[config.mk]
export PLATFORM = sky130hd
export DESIGN_NAME = framebuffer_scanout_flat
export DESIGN_NICKNAME = d
export VERILOG_FILES = /design/src/rtl/framebuffer_scanout_pkg.sv /design/src/rtl/framebuffer_scanout_if.sv /design/src/rtl/framebuffer_scanout_sync_fifo.sv /design/src/rtl/framebuffer_scanout.sv /design/src/flat_wrapper.sv
export SDC_FILE = /design/constraint.sdc
export NUM_CORES = 1
export LEC_CHECK = 0
export BUFFER_PORTS_ARGS = -buffer_cell sky130_fd_sc_hd__buf_4
export CORE_UTILIZATION = 55
export DETAILED_ROUTE_END_ITERATION = 10
export PLACE_DENSITY = 0.86
export SKIP_CTS_REPAIR_TIMING = 1
export SLEW_MARGIN = 0
export SYNTH_ARGS = -nofsm -noshare
export SYNTH_HDL_FRONTEND = slang
export SYNTH_HIERARCHICAL = 1
export SYNTH_SLANG_ARGS = --single-unit
[constraint.sdc]
create_clock -name clk -period 8.6 [get_ports clk]
set_clock_uncertainty 0.15 [all_clocks]
set_input_delay 1.29 -clock clk [delete_from_list [all_inputs] [get_ports clk]]
set_output_delay 1.29 -clock clk [all_outputs]
set_load 0.02 [all_outputs]
[src/rtl/framebuffer_scanout_pkg.sv]
// Shared constants and types for the framebuffer scanout block: link header codes and the
// write-scheduler state encoding.
package framebuffer_scanout_pkg;

    localparam logic [3:0] PIO_RAM_EMU_HEADER_SEND_READ_ADDR  = 4'd1;
    localparam logic [3:0] PIO_RAM_EMU_HEADER_SEND_WRITE_ADDR = 4'd2;
    localparam logic [3:0] PIO_RAM_EMU_HEADER_SEND_WRITE_DATA = 4'd3;

    typedef enum logic [1:0] {
        WIdle,
        WAddr,
        WData
    } wstate_e;

endpackage

[src/rtl/framebuffer_scanout_if.sv]
// Message link between the scanout block and the PIO RAM emulator transmitter/receiver.
interface framebuffer_scanout_if;

    logic        tx_valid;
    logic [3:0]  tx_header;
    logic [15:0] tx_data;
    logic        tx_accepted;
    logic        rx_valid;
    logic [15:0] rx_data;

    modport master (
        output tx_valid, tx_header, tx_data,
        input  tx_accepted, rx_valid, rx_data
    );

    modport slave (
        input  tx_valid, tx_header, tx_data,
        output tx_accepted, rx_valid, rx_data
    );

endinterface

[src/rtl/framebuffer_scanout_sync_fifo.sv]
// Synchronous FIFO, power-of-two depth; a pop in the same cycle frees room for a push when full.
module framebuffer_scanout_sync_fifo #(
    parameter int unsigned WIDTH = 32,
    parameter int unsigned DEPTH = 4
) (
    input  logic                   clk,
    input  logic                   reset_n,
    input  logic                   push_i,
    input  logic [WIDTH-1:0]       data_i,
    input  logic                   pop_i,
    output logic [WIDTH-1:0]       data_o,
    output logic                   empty_o,
    output logic                   full_o,
    output logic [$clog2(DEPTH):0] count_o
);

    localparam int unsigned PtrW = $clog2(DEPTH);

    logic [WIDTH-1:0] mem_q [DEPTH];
    logic [PtrW-1:0]  rd_q, rd_d, wr_q, wr_d;
    logic [PtrW:0]    cnt_q, cnt_d;
    logic             do_push, do_pop;

    assign empty_o = (cnt_q == '0);
    assign full_o  = (cnt_q == (PtrW+1)'(DEPTH));
    assign do_pop  = pop_i && !empty_o;
    assign do_push = push_i && (!full_o || do_pop);
    assign data_o  = mem_q[rd_q];
    assign count_o = cnt_q;

    always_comb begin
        rd_d  = rd_q;
        wr_d  = wr_q;
        cnt_d = cnt_q + (PtrW+1)'(do_push) - (PtrW+1)'(do_pop);
        if (do_pop) begin
            rd_d = rd_q + PtrW'(1);
        end
        if (do_push) begin
            wr_d = wr_q + PtrW'(1);
        end
    end

    always_ff @(posedge clk or negedge reset_n) begin
        if (!reset_n) begin
            rd_q  <= '0;
            wr_q  <= '0;
            cnt_q <= '0;
        end else begin
            rd_q  <= rd_d;
            wr_q  <= wr_d;
            cnt_q <= cnt_d;
        end
    end

    always_ff @(posedge clk) begin
        if (do_push) begin
            mem_q[wr_q] <= data_i;
        end
    end

endmodule

[src/rtl/framebuffer_scanout.sv]
// Raster scanout and write scheduler: read requests ahead of the beam in a fixed slot, queued
// writes as address/data pairs in the remaining slots, returned words unpacked into pixels.
module framebuffer_scanout
    import framebuffer_scanout_pkg::*;
#(
    parameter int X_BITS                = 12,
    parameter int Y_BITS                = 10,
    parameter int VY_BITS               = 9,
    parameter int LOG2_CYCLES_PER_PIXEL = 2,
    parameter int LOG2_PIXELS_PER_WORD  = 3,
    parameter int READ_HEAD_START       = 48,
    parameter int WQ_DEPTH              = 4,
    localparam int PIXEL_BITS           = 16 >> LOG2_PIXELS_PER_WORD
) (
    input  logic                     clk,
    input  logic                     reset_n,
    input  logic signed [X_BITS-1:0] x_i,
    input  logic signed [Y_BITS-1:0] y_i,
    input  logic                     active_i,
    input  logic                     wr_valid_i,
    input  logic [15:0]              wr_addr_i,
    input  logic [15:0]              wr_data_i,
    output logic                     wr_ready_o,
    framebuffer_scanout_if.master    link_io,
    output logic [PIXEL_BITS-1:0]    pixel_o,
    output logic [1:0]               err_flags_o
);

    localparam int LOG2_CYCLES_PER_READ = LOG2_CYCLES_PER_PIXEL + LOG2_PIXELS_PER_WORD;
    localparam int XF_BITS              = 16 - VY_BITS;
    localparam int WQ_CNT_BITS          = $clog2(WQ_DEPTH) + 1;

    logic                   run_q;
    logic [X_BITS-1:0]      early_x;
    logic                   read_slot, write_take;
    logic [XF_BITS-1:0]     x_word;
    logic [15:0]            read_addr;
    logic                   wq_push, wq_pop, wq_empty, wq_full;
    logic [31:0]            wq_head;
    logic [WQ_CNT_BITS-1:0] wq_count;
    logic                   tag_push, tag_head, tag_empty, tag_full;
    logic [1:0]             tag_count;
    wstate_e                state_q, state_d;
    logic [31:0]            buf_q, buf_d;
    logic [1:0]             err_q, err_d;
    logic [PIXEL_BITS-1:0]  pixel_q, pixel_d;
    logic [LOG2_PIXELS_PER_WORD:0] field_idx;
    logic [4:0]             bit_lo;
    logic                   unused_bits;

    // run_q holds everything off for the first cycle after reset
    assign early_x    = $unsigned(x_i) + X_BITS'(READ_HEAD_START);
    assign read_slot  = run_q && (early_x[LOG2_CYCLES_PER_READ-1:0] == '0);
    assign write_take = !read_slot && link_io.tx_accepted;
    assign x_word     = early_x[LOG2_CYCLES_PER_PIXEL +: XF_BITS] >> LOG2_PIXELS_PER_WORD;
    assign read_addr  = {y_i[VY_BITS-1:0], x_word};

    assign wr_ready_o = run_q && !wq_full;
    assign wq_push    = wr_valid_i && wr_ready_o;
    assign tag_push   = read_slot && link_io.tx_accepted;

    framebuffer_scanout_sync_fifo #(
        .WIDTH (32),
        .DEPTH (WQ_DEPTH)
    ) u_write_q (
        .clk     (clk),
        .reset_n (reset_n),
        .push_i  (wq_push),
        .data_i  ({wr_addr_i, wr_data_i}),
        .pop_i   (wq_pop),
        .data_o  (wq_head),
        .empty_o (wq_empty),
        .full_o  (wq_full),
        .count_o (wq_count)
    );

    framebuffer_scanout_sync_fifo #(
        .WIDTH (1),
        .DEPTH (2)
    ) u_tag_q (
        .clk     (clk),
        .reset_n (reset_n),
        .push_i  (tag_push),
        .data_i  (read_addr[0]),
        .pop_i   (link_io.rx_valid),
        .data_o  (tag_head),
        .empty_o (tag_empty),
        .full_o  (tag_full),
        .count_o (tag_count)
    );

    always_ff @(posedge clk or negedge reset_n) begin
        if (!reset_n) begin
            state_q <= WIdle;
        end else begin
            state_q <= state_d;
        end
    end

    always_comb begin
        state_d = state_q;
        unique case (state_q)
            WIdle: if (!wq_empty) state_d = WAddr;
            WAddr: if (write_take) state_d = WData;
            WData: begin
                if (write_take) begin
                    state_d = (wq_count > WQ_CNT_BITS'(1) || wq_push) ? WAddr : WIdle;
                end
            end
            default: state_d = WIdle;
        endcase
    end

    always_comb begin
        link_io.tx_valid  = 1'b0;
        link_io.tx_header = '0;
        link_io.tx_data   = '0;
        wq_pop            = 1'b0;
        if (read_slot) begin
            link_io.tx_valid  = 1'b1;
            link_io.tx_header = PIO_RAM_EMU_HEADER_SEND_READ_ADDR;
            link_io.tx_data   = read_addr;
        end else begin
            unique case (state_q)
                WAddr: begin
                    link_io.tx_valid  = 1'b1;
                    link_io.tx_header = PIO_RAM_EMU_HEADER_SEND_WRITE_ADDR;
                    link_io.tx_data   = wq_head[31:16];
                end
                WData: begin
                    link_io.tx_valid  = 1'b1;
                    link_io.tx_header = PIO_RAM_EMU_HEADER_SEND_WRITE_DATA;
                    link_io.tx_data   = wq_head[15:0];
                    wq_pop            = link_io.tx_accepted;
                end
                default: ;
            endcase
        end
    end

    assign field_idx = x_i[LOG2_CYCLES_PER_READ -: LOG2_PIXELS_PER_WORD+1];
    assign bit_lo    = 5'(field_idx) << (4 - LOG2_PIXELS_PER_WORD);

    always_comb begin
        buf_d = buf_q;
        if (link_io.rx_valid && !tag_empty) begin
            if (tag_head) buf_d[31:16] = link_io.rx_data;
            else          buf_d[15:0]  = link_io.rx_data;
        end
        err_d   = err_q | {link_io.rx_valid && tag_empty, read_slot && !link_io.tx_accepted};
        pixel_d = active_i ? buf_q[bit_lo +: PIXEL_BITS] : '0;
    end

    always_ff @(posedge clk or negedge reset_n) begin
        if (!reset_n) begin
            run_q   <= 1'b0;
            buf_q   <= '0;
            err_q   <= '0;
            pixel_q <= '0;
        end else begin
            run_q   <= 1'b1;
            buf_q   <= buf_d;
            err_q   <= err_d;
            pixel_q <= pixel_d;
        end
    end

    assign pixel_o     = pixel_q;
    assign err_flags_o = err_q;
    assign unused_bits = ^{y_i, early_x, tag_count, tag_full};

endmodule

[src/flat_wrapper.sv]
// flat-port wrapper written by rule: the top's interface ports become plain ports
module framebuffer_scanout_flat import framebuffer_scanout_pkg::*;
#(
    parameter int X_BITS                = 12,
    parameter int Y_BITS                = 10,
    parameter int VY_BITS               = 9,
    parameter int LOG2_CYCLES_PER_PIXEL = 2,
    parameter int LOG2_PIXELS_PER_WORD  = 3,
    parameter int READ_HEAD_START       = 48,
    parameter int WQ_DEPTH              = 4,
    localparam int PIXEL_BITS           = 16 >> LOG2_PIXELS_PER_WORD
)
  (clk, reset_n, x_i, y_i, active_i, wr_valid_i, wr_addr_i, wr_data_i, wr_ready_o, pixel_o, err_flags_o, link_io_tx_valid, link_io_tx_header, link_io_tx_data, link_io_tx_accepted, link_io_rx_valid, link_io_rx_data);
  framebuffer_scanout_if link_io_i ();
  input  logic clk;
  input  logic reset_n;
  input  logic signed [X_BITS-1:0] x_i;
  input  logic signed [Y_BITS-1:0] y_i;
  input  logic active_i;
  input  logic wr_valid_i;
  input  logic [15:0] wr_addr_i;
  input  logic [15:0] wr_data_i;
  output logic wr_ready_o;
  output logic [PIXEL_BITS-1:0] pixel_o;
  output logic [1:0] err_flags_o;
  output wire logic [$bits(link_io_i.tx_valid)-1:0] link_io_tx_valid;
  output wire logic [$bits(link_io_i.tx_header)-1:0] link_io_tx_header;
  output wire logic [$bits(link_io_i.tx_data)-1:0] link_io_tx_data;
  input wire logic [$bits(link_io_i.tx_accepted)-1:0] link_io_tx_accepted;
  input wire logic [$bits(link_io_i.rx_valid)-1:0] link_io_rx_valid;
  input wire logic [$bits(link_io_i.rx_data)-1:0] link_io_rx_data;
  assign link_io_tx_valid = link_io_i.tx_valid;
  assign link_io_tx_header = link_io_i.tx_header;
  assign link_io_tx_data = link_io_i.tx_data;
  assign link_io_i.tx_accepted = link_io_tx_accepted;
  assign link_io_i.rx_valid = link_io_rx_valid;
  assign link_io_i.rx_data = link_io_rx_data;
  framebuffer_scanout #(.X_BITS(X_BITS), .Y_BITS(Y_BITS), .VY_BITS(VY_BITS), .LOG2_CYCLES_PER_PIXEL(LOG2_CYCLES_PER_PIXEL), .LOG2_PIXELS_PER_WORD(LOG2_PIXELS_PER_WORD), .READ_HEAD_START(READ_HEAD_START), .WQ_DEPTH(WQ_DEPTH)) u_core (.clk(clk), .reset_n(reset_n), .x_i(x_i), .y_i(y_i), .active_i(active_i), .wr_valid_i(wr_valid_i), .wr_addr_i(wr_addr_i), .wr_data_i(wr_data_i), .wr_ready_o(wr_ready_o), .link_io(link_io_i), .pixel_o(pixel_o), .err_flags_o(err_flags_o));
endmodule
**Word level (Yosys, flattened, before mapping)**

Memories as Yosys holds them, arrays and structs flattened.
Cells that the tools add are included.
Widths: inputs -> output; s select.

- $add $sub $neg: 9
- Multipliers: 0
- Div/mod/pow operators: 0
- Order comparisons: 1
- Equal/unequal tests: 7
- Shift-type cells: 1
- Multiplexer cells: 18
- Bitwise operators: 2
- Reductions and logical operators: 28

Operators with widths:

| kind | number |
|---|---|
| $pmux 16 s2 | 1 |
| $shiftx 32x6->2 | 1 |
| $mux 16 | 1 |
| $logic_and 1x1->1 | 11 |
| $add 9x6->9 const B | 1 |
| $mux 1 | 9 |
| $mux 2 | 4 |
| $logic_not 1->1 | 6 |
| $pmux 2 s3 | 1 |
| $logic_not 5->1 | 1 |
| $add 2x1->2 const B | 2 |
| $eq 2x2->1 const B | 2 |
| $logic_not 2->1 | 2 |
| $mux 4 | 1 |
| $ne 2x1->1 const B | 2 |
| $pmux 2 s2 | 1 |
| $reduce_and 2->1 | 2 |
| $add 3x1->3 | 1 |
| $eq 3x3->1 const B | 1 |
| $gt 3x1->1 const B | 1 |
| $logic_not 3->1 | 1 |
| $logic_or 1x1->1 | 3 |
| $reduce_and 3->1 | 1 |
| $sub 3x1->3 | 1 |
| other kinds (8) | 9 |

- Register bits: 50
- Latch bits: 0
- RAM bits: 130
- Bits in read-only memories: 0
- Bits of input ports: 76
- Output and inout port bits: 26
- Logic and storage cells: 80
- Memories kept: 2

Memories:

| memory | words | width | rd ports | clocked after memory_dff | wr ports | RTL line | text |
|---|---|---|---|---|---|---|---|
| u_core.u_write_q.mem_q | 4 | 32 | 1 | 0 | 1 | framebuffer_scanout_sync_fifo.sv:19 | `logic [WIDTH-1:0] mem_q [DEPTH];` |
| u_core.u_tag_q.mem_q | 2 | 1 | 1 | 0 | 1 | framebuffer_scanout_sync_fifo.sv:19 |  |

**Longest topological paths before layout**

Gate-level depths: netlist (run 1).

- Depth in word-level cells: 9
- Depth in mapped cells: 12
- Depth with buffers taken out: 10

**By module**

Netlist (run 1), hierarchy kept.

By module, submodules not included:

| module | instances | cells each | area each (sq um) | sequential area each (sq um) |
|---|---|---|---|---|
| framebuffer_scanout_sync_fifo (u_core.u_write_q) | 1 | 203 | 5056.1 | 4018.9 |
| framebuffer_scanout | 1 | 213 | 2331.0 | 975.9 |
| framebuffer_scanout_sync_fifo (u_core.u_tag_q) | 1 | 27 | 309.0 | 160.2 |

**Least setup slack after synthesis (run 1)**

Ideal clock, no wire load.

- Path type: input to output
- From: in x_i[2]
- To: out link_io_tx_data[1]
- Data arrival time: 2.623 ns
- Required time: 7.160 ns
- Slack: 4.537 ns
- Stages on the path: 5
- Path buffers: 2
- Cell sequence: buf_6 or4b_4 or2_4 buf_6 o21ai_1

- Cells in the longest elaborated chain, start to end: 4

RTL lines:

| what | RTL line | text |
|---|---|---|
| start: declaration | flat_wrapper.sv:17 | `input logic signed [X_BITS-1:0] x_i;` |
| $add 9x6->9 (*) | framebuffer_scanout.sv:52 | `assign early_x = $unsigned(x_i) + X_BITS'(READ_HEAD_START);` |
| $logic_not 5->1 | framebuffer_scanout.sv:53 | `assign read_slot = run_q && (early_x[LOG2_CYCLES_PER_READ-1:0] == '0);` |
| $logic_and 1x1->1 | framebuffer_scanout.sv:53 |  |
| $mux 16 (*) | framebuffer_scanout.sv:119 | `if (read_slot) begin` |
| end: declaration | flat_wrapper.sv:28 | `output wire logic [$bits(link_io_i.tx_data)-1:0] link_io_tx_data;` |

Mark *: on every way between the ends. The rest lies on a longest branch, timed or not.

**Worst setup path in the final report (run 1)**

- From: in x_i[2]
- To: out link_io_tx_data[9]

- Cells in the longest elaborated chain, start to end: 4

RTL lines:

| what | RTL line |
|---|---|
| $add 9x6->9 | framebuffer_scanout.sv:52 |
| $logic_not 5->1 | framebuffer_scanout.sv:53 |
| $logic_and 1x1->1 | framebuffer_scanout.sv:53 |
| $mux 16 | framebuffer_scanout.sv:119 |

Every way passes these cells.

==> run_summary.xml, run 1 <==
<?xml version="1.0" encoding="UTF-8"?>
<metrics>
  <group name="setup_path">
    <metric name="worst_setup_path_start_kind" unit="">primary input</metric>
    <metric name="crit_chain" unit="">buf_4 -&gt; or4b_4 -&gt; nor2_2 -&gt; nand2_1 -&gt; nand2_1 -&gt; buf_4</metric>
    <metric name="crit_path_kind" unit="">primary input to output pin</metric>
    <metric name="crit_path_max_fanout" unit="">15</metric>
    <metric name="worst-r2r-setup-slack" unit="ps">5390</metric>
    <metric name="crit_path_top_delay_cell" unit="">sky130_fd_sc_hd__nor2_2</metric>
    <metric name="worst_path_dominant_cell_family" unit="">simple AND/OR/NAND/NOR gates</metric>
    <metric name="crit_path_max_incr_delay" unit="ps">560</metric>
    <metric name="worstSetupEndpointType" unit="">output pin</metric>
    <metric name="worst_ep_required" unit="ps">7160</metric>
    <metric name="critical_path.n_buffers_inverters" unit="">2</metric>
    <metric name="cp.arrival" unit="ps">3000</metric>
  </group>
  <group name="global_route">
    <metric name="maximum_number_of_pins_on_one_net_before_global_route_repair" unit="">51</metric>
    <metric name="number_of_antenna_violations_at_the_first_check_in_global_routing" unit="">1</metric>
    <metric name="grt_first_pass_wirelength" unit="µm">23560</metric>
    <metric name="grt_overflow" unit="">0</metric>
    <metric name="grt_pass1_vias" unit="">4574</metric>
    <metric name="groute.usage.overall" unit="%">22.55</metric>
  </group>
  <group name="clock_network">
    <metric name="clk-insertion-delay-late" unit="ps">420</metric>
    <metric name="cts_tree" unit="">done</metric>
    <metric name="numCtsBuffers" unit="">17</metric>
    <metric name="cts.reportedPaths.clkPinSlew" unit="ps">70</metric>
    <metric name="clock_sinks" unit="">180</metric>
    <metric name="clk_root_buffer_cell" unit="">sky130_fd_sc_hd__clkbuf_16</metric>
    <metric name="clock_tree.htree_level_count" unit="">4</metric>
    <metric name="clockBufferDepth" unit="">2</metric>
  </group>
  <group name="floorplan">
    <metric name="dieHeight" unit="µm">120.3</metric>
    <metric name="coreArea" unit="µm²">13450</metric>
    <metric name="site_row_count" unit="">42</metric>
    <metric name="floorplan.initialDensity" unit="%">57.18</metric>
    <metric name="io_pins" unit="">102</metric>
    <metric name="die_width" unit="µm">120.3</metric>
    <metric name="area_of_the_die" unit="µm²">14460</metric>
  </group>
  <group name="layout">
    <metric name="share_of_post_route_cells_with_drive_strength_above_1" unit="%">38.81</metric>
    <metric name="n_fill_cell" unit="">907</metric>
    <metric name="fin_nets" unit="">631</metric>
    <metric name="layout-area-overhead-vs-synth" unit="%">18.48</metric>
    <metric name="number_of_antenna_cells_inserted" unit="">0</metric>
  </group>
  <group name="drt">
    <metric name="vias_per_cell" unit="">5.789</metric>
    <metric name="drc" unit="">0</metric>
    <metric name="mean_routed_wirelength_per_cell" unit="µm">20.54</metric>
    <metric name="antenna_left" unit="">0</metric>
    <metric name="wirelength" unit="µm">15000</metric>
    <metric name="drt_pre_antenna_iters" unit="">4</metric>
    <metric name="detailedRoute.firstIterationViolations" unit="">292</metric>
    <metric name="routed-via-count" unit="">4226</metric>
  </group>
  <group name="place">
    <metric name="io_buffers" unit="">95</metric>
    <metric name="dp_wirelength" unit="µm">9471</metric>
    <metric name="globalplace.congestion" unit="">0.8075</metric>
  </group>
  <group name="synthesis">
    <metric name="synth_cells" unit="">442</metric>
    <metric name="yosys_warnings" unit="">6</metric>
    <metric name="post_synth.cell_area_avg" unit="µm²">17.40</metric>
    <metric name="netlist_area" unit="µm²">7692</metric>
  </group>
  <group name="job">
    <metric name="drv_cap" unit="">0</metric>
  </group>
  <group name="sta">
    <metric name="period_minus_slack" unit="ps">4442</metric>
    <metric name="relSlewSlack" unit="%">39.90</metric>
    <metric name="final.hold.worst_slack" unit="ps">327.2</metric>
    <metric name="timing.final.max_slew_violations" unit="">0</metric>
    <metric name="post_route_clock_period_utilization" unit="%">51.65</metric>
    <metric name="finalHoldViolCount" unit="">0</metric>
    <metric name="worstMarginPinSlew" unit="ps">901.5</metric>
    <metric name="maxClockFrequency" unit="MHz">225.1</metric>
    <metric name="rsz0062_at_grt" unit="">false</metric>
    <metric name="final.setup.tns" unit="ps">0</metric>
    <metric name="final-setup-viol-count" unit="">0</metric>
  </group>
  <group name="pwr">
    <metric name="p_leak" unit="nW">3.496</metric>
    <metric name="peakVddDrop" unit="mV">0.1925</metric>
    <metric name="power.density_cell_area" unit="nW/µm²">320.9</metric>
  </group>
  <group name="worst_hold_path">
    <metric name="min-delay-path-class" unit="">flip-flop to flip-flop</metric>
  </group>
  <group name="status">
    <metric name="status" unit="">completed</metric>
  </group>
</metrics>
## layout make-up
type                            count  area, µm²  area share [%]
Clock inverter                     14      152.6           1.675
Clock buffer                       18      429.2           4.709
Tap cell                          176      220.2           2.416
Sequential cell                   180       5156           56.58
Inverter                           12      45.04          0.4942
Timing Repair Buffer              102      769.5           8.443
Multi-Input combinational cell    228       2341           25.69
## where the power goes
| part | total (W) | internal (W) | switching [W] | leakage, nW |
|---|---|---|---|---|
| combinational | 0.000966 | 0.000473 | 0.000493 | 1.45 |
| sequential | 0.00121 | 0.00112 | 0.0000896 | 1.77 |
| clock | 0.000752 | 0.000432 | 0.000320 | 0.281 |
## flip-flops by register name (all words and copies together), names as in the netlist
signal,flops
u_core/u_write_q/mem_q,128
u_core/buf_q,32
u_core/u_write_q/count_o,3
u_core/err_flags_o,2
u_core/pixel_o,2
u_core/state_q,2
u_core/u_tag_q/count_o,2
u_core/u_tag_q/mem_q,2
u_core/u_write_q/rd_q,2
u_core/u_write_q/wr_q,2
u_core/run_q,1
u_core/u_tag_q/rd_q,1
u_core/u_tag_q/wr_q,1
## metrics by stage
step	area [µm²]	util [%]	setup slack [ps]	total power, W	std cells
after CTS	9102	67.66	4177	0.002947	729
after global placement	8521	63.34	4204	0.002144	697
after detailed placement	8521	63.34	4195	0.002191	697
final	9114	67.75	4158	0.002925	730
after floorplan	7696	-	4537	0.001903	443
after global routing	9114	67.75	4117	0.003065	730
## final timing paths
| path | depth (start not counted) | start | end |
|---|---|---|---|
| max in group asynchronous | 1 | reset_n | u_core/u_write_q/rd_q[0] |
| hold / removal | 1 | u_core/err_flags_o[0] | u_core/err_flags_o[0] |
| hold reg to reg | 1 | u_core/err_flags_o[0] | u_core/err_flags_o[0] |
| setup / recovery | 6 | x_i[2] | link_io_tx_data[9] |
| min in group asynchronous | 1 | reset_n | u_core/buf_q[18] |
| setup reg to reg | 7 | u_core/state_q[0] | u_core/u_write_q/mem_q[0][15] |
## routing by layer
layer  GRT usage (%)  wire [µm]
met1           27.32       5873
met2           38.40       7695
met3           5.425       1162
met4           10.26        263
met5               0          0
## layout by cell type (no fill, tap or decap), types with 3 or more instances in the layout
cell type / count
sky130_fd_sc_hd__a22o_1: 13
sky130_fd_sc_hd__a22oi_1: 3
sky130_fd_sc_hd__and2_1: 5
sky130_fd_sc_hd__buf_4: 101
sky130_fd_sc_hd__clkbuf_16: 17
sky130_fd_sc_hd__conb_1: 3
sky130_fd_sc_hd__dfrtp_1: 49
sky130_fd_sc_hd__edfxtp_1: 130
sky130_fd_sc_hd__ha_1: 13
sky130_fd_sc_hd__inv_1: 12
sky130_fd_sc_hd__inv_6: 4
sky130_fd_sc_hd__mux2_2: 34
sky130_fd_sc_hd__mux2i_1: 7
sky130_fd_sc_hd__mux4_2: 34
sky130_fd_sc_hd__nand2_1: 27
sky130_fd_sc_hd__nand2b_1: 3
sky130_fd_sc_hd__nand3_1: 15
sky130_fd_sc_hd__nor2_1: 10
sky130_fd_sc_hd__nor2b_1: 4
sky130_fd_sc_hd__o21ai_0: 4
sky130_fd_sc_hd__o21ai_1: 5
sky130_fd_sc_hd__xnor2_1: 8
sky130_fd_sc_hd__xor2_1: 4
No activity file was read; power rests on OpenSTA's default activity.
==> run 2, diff against run 1 <==
- CORE_UTILIZATION: 55 -> 52
- PLACE_DENSITY: 0.86 -> 0.85
- clock period: 8.6 -> 3.73 ns (I/O delays scaled with it)
==> run_summary.xml, run 2 (synthesis gave the netlist of run 1 again) <==
<?xml version="1.0" encoding="UTF-8"?>
<metrics>
  <group name="global_route">
    <metric name="maximum_number_of_pins_on_one_net_before_global_route_repair" unit="">51</metric>
    <metric name="grt_first_pass_wirelength" unit="µm">23240</metric>
    <metric name="number_of_antenna_violations_at_the_first_check_in_global_routing" unit="">0</metric>
    <metric name="grt_pass1_vias" unit="">4379</metric>
    <metric name="groute.usage.overall" unit="%">21.49</metric>
    <metric name="grt_overflow" unit="">0</metric>
  </group>
  <group name="place">
    <metric name="detailed_place.area" unit="µm²">8581</metric>
    <metric name="io_buffers" unit="">95</metric>
    <metric name="globalplace.congestion" unit="">0.8430</metric>
    <metric name="worst_setup_slack_post_dpl" unit="ps">398.2</metric>
    <metric name="dp_wirelength" unit="µm">9568</metric>
  </group>
  <group name="setup_path">
    <metric name="crit_path_top_delay_cell" unit="">sky130_fd_sc_hd__dfrtp_2</metric>
    <metric name="worst_setup_path_start_kind" unit="">flip-flop</metric>
    <metric name="crit_chain" unit="">buf_4 -&gt; mux4_2 -&gt; a22o_1 -&gt; nand3_1 -&gt; nand2_1 -&gt; buf_4</metric>
    <metric name="crit_path_max_fanout" unit="">20</metric>
    <metric name="cp.arrival" unit="ps">2620</metric>
    <metric name="worst_path_dominant_cell_family" unit="">flip-flops</metric>
    <metric name="critPathMostFrequentCell" unit="">sky130_fd_sc_hd__buf_4</metric>
    <metric name="crit_path_kind" unit="">flip-flop to output pin</metric>
    <metric name="crit_path_max_incr_delay" unit="ps">800</metric>
    <metric name="worstSetupEndpointType" unit="">output pin</metric>
    <metric name="critical_path.n_buffers_inverters" unit="">2</metric>
    <metric name="worst_ep_required" unit="ps">3020</metric>
  </group>
  <group name="floorplan">
    <metric name="io_pins" unit="">102</metric>
    <metric name="coreArea" unit="µm²">14480</metric>
    <metric name="site_row_count" unit="">44</metric>
    <metric name="area_of_the_die" unit="µm²">15280</metric>
    <metric name="floorplan.initialDensity" unit="%">53.13</metric>
    <metric name="die_width" unit="µm">123.6</metric>
    <metric name="dieHeight" unit="µm">123.6</metric>
  </group>
  <group name="drt">
    <metric name="detailedRoute.firstIterationViolations" unit="">334</metric>
    <metric name="mean_routed_wirelength_per_cell" unit="µm">20.61</metric>
    <metric name="antenna_left" unit="">0</metric>
    <metric name="routed-via-count" unit="">4263</metric>
    <metric name="wirelength" unit="µm">15270</metric>
    <metric name="drt_pre_antenna_iters" unit="">5</metric>
    <metric name="drc" unit="">0</metric>
    <metric name="vias_per_cell" unit="">5.753</metric>
  </group>
  <group name="sta">
    <metric name="maxClockFrequency" unit="MHz">300.7</metric>
    <metric name="period_minus_slack" unit="ps">3325</metric>
    <metric name="relSlewSlack" unit="%">40.95</metric>
    <metric name="worstMarginPinSlew" unit="ps">883.0</metric>
    <metric name="rsz0062_at_grt" unit="">false</metric>
    <metric name="final_critical_path_setup_slack" unit="ps">404.9</metric>
    <metric name="final-setup-viol-count" unit="">0</metric>
    <metric name="finalHoldViolCount" unit="">0</metric>
    <metric name="final.setup.tns" unit="ps">0</metric>
    <metric name="timing.final.max_slew_violations" unit="">0</metric>
    <metric name="post_route_clock_period_utilization" unit="%">89.14</metric>
  </group>
  <group name="clock_network">
    <metric name="clk_root_buffer_cell" unit="">sky130_fd_sc_hd__clkbuf_16</metric>
    <metric name="clockBufferDepth" unit="">2</metric>
    <metric name="clock_sinks" unit="">180</metric>
    <metric name="cts.reportedPaths.clkPinSlew" unit="ps">70</metric>
    <metric name="numCtsBuffers" unit="">17</metric>
    <metric name="clk-insertion-delay-late" unit="ps">420</metric>
    <metric name="cts_tree" unit="">done</metric>
    <metric name="clock_tree.htree_level_count" unit="">4</metric>
  </group>
  <group name="worst_hold_path">
    <metric name="min-delay-path-class" unit="">primary input to async pin</metric>
  </group>
  <group name="layout">
    <metric name="postLayoutCellArea" unit="µm²">9136</metric>
    <metric name="share_of_post_route_cells_with_drive_strength_above_1" unit="%">38.96</metric>
    <metric name="fin_nets" unit="">635</metric>
    <metric name="mostFrequentLayoutCells" unit="">sky130_fd_sc_hd__edfxtp_1, sky130_fd_sc_hd__buf_4, sky130_fd_sc_hd__dfrtp_1, sky130_fd_sc_hd__mux4_2, sky130_fd_sc_hd__mux2_2</metric>
    <metric name="number_of_antenna_cells_inserted" unit="">0</metric>
    <metric name="max_flop_register" unit="">u_core/u_write_q/mem_q</metric>
    <metric name="layout_commonest_cell" unit="">sky130_fd_sc_hd__edfxtp_1</metric>
    <metric name="largest_register_ffs" unit="">128</metric>
    <metric name="layout-area-overhead-vs-synth" unit="%">18.77</metric>
  </group>
  <group name="pwr">
    <metric name="power.density_cell_area" unit="nW/µm²">735.9</metric>
    <metric name="peakVddDrop" unit="mV">0.4975</metric>
    <metric name="p_leak" unit="nW">3.509</metric>
  </group>
  <group name="status">
    <metric name="status" unit="">completed</metric>
  </group>
  <group name="job">
    <metric name="drv_cap" unit="">0</metric>
  </group>
</metrics>
run 2: routing by layer:
metal  GRT usage [%]  routed length, µm  part of all wire (%)  vias to the layer above
li1                -                  -                     -                     1897
met1           27.58               6263                    41                     2178
met2           35.42               7689                    50                      176
met3           6.181               1170                   7.7                       12
met4           6.852                146                  0.96                        0
met5               0                  0                     0                        -
run 2: layout make-up:
| cell class | instances | area, µm² |
|---|---|---|
| inverter | 12 | 45.04 |
| sequential | 180 | 5156 |
| timing repair buffer | 106 | 808.3 |
| multi-input combinational | 228 | 2341 |
| clock buffer | 17 | 425.4 |
| tap | 184 | 230.2 |
| fill | 1024 | 5343 |
| clock inverter | 14 | 130.1 |
run 2: path summary, 6_finish.rpt:
kind                                           from                            end  slack (ps)  cells past startpoint
setup / recovery           u_core/u_write_q/rd_q[0]            link_io_tx_data[13]         400                      6
hold / removal                              reset_n                u_core/buf_q[0]           3                      1
setup reg to reg                       u_core/run_q    u_core/u_write_q/count_o[2]         730                     10
hold reg to reg               u_core/err_flags_o[1]          u_core/err_flags_o[1]         330                      1
max in group asynchronous                   reset_n       u_core/u_write_q/rd_q[0]        2960                      1
min in group clk                       wr_addr_i[9]  u_core/u_write_q/mem_q[2][25]         180                      1
run 2: power by group:
| group | total, W | internal (W) | switching [W] |
|---|---|---|---|
| logic | 0.00220 | 0.00111 | 0.00108 |
| clock network | 0.00168 | 0.000924 | 0.000755 |
| registers | 0.00285 | 0.00258 | 0.000270 |
run 2: stage by stage:
| step | hold WS (ps) | util [%] | power [W] | cells |
|---|---|---|---|---|
| 6_report | 2.853 | 63.10 | 0.006723 | 741 |
| 5_1_grt | 34.45 | 63.10 | 0.007061 | 741 |
| 3_3_place_gp | 309.5 | 59.26 | 0.004974 | 710 |
| 2_1_floorplan | 113.9 | - | 0.004389 | 443 |
| 3_5_place_dp | 317.3 | 59.26 | 0.005088 | 710 |
| 4_1_cts | 12.63 | 63.10 | 0.006791 | 741 |
run 2: worst reg2reg max path: cells and delay by family (launching register included):
family                   cells  cell delay, ps
AND/OR/NAND/NOR              4            1170
AO/OA/AOI/OAI                2             330
adder cells (fa/ha/maj)      2             570
flip-flops                   1             390
XOR/XNOR                     2             320
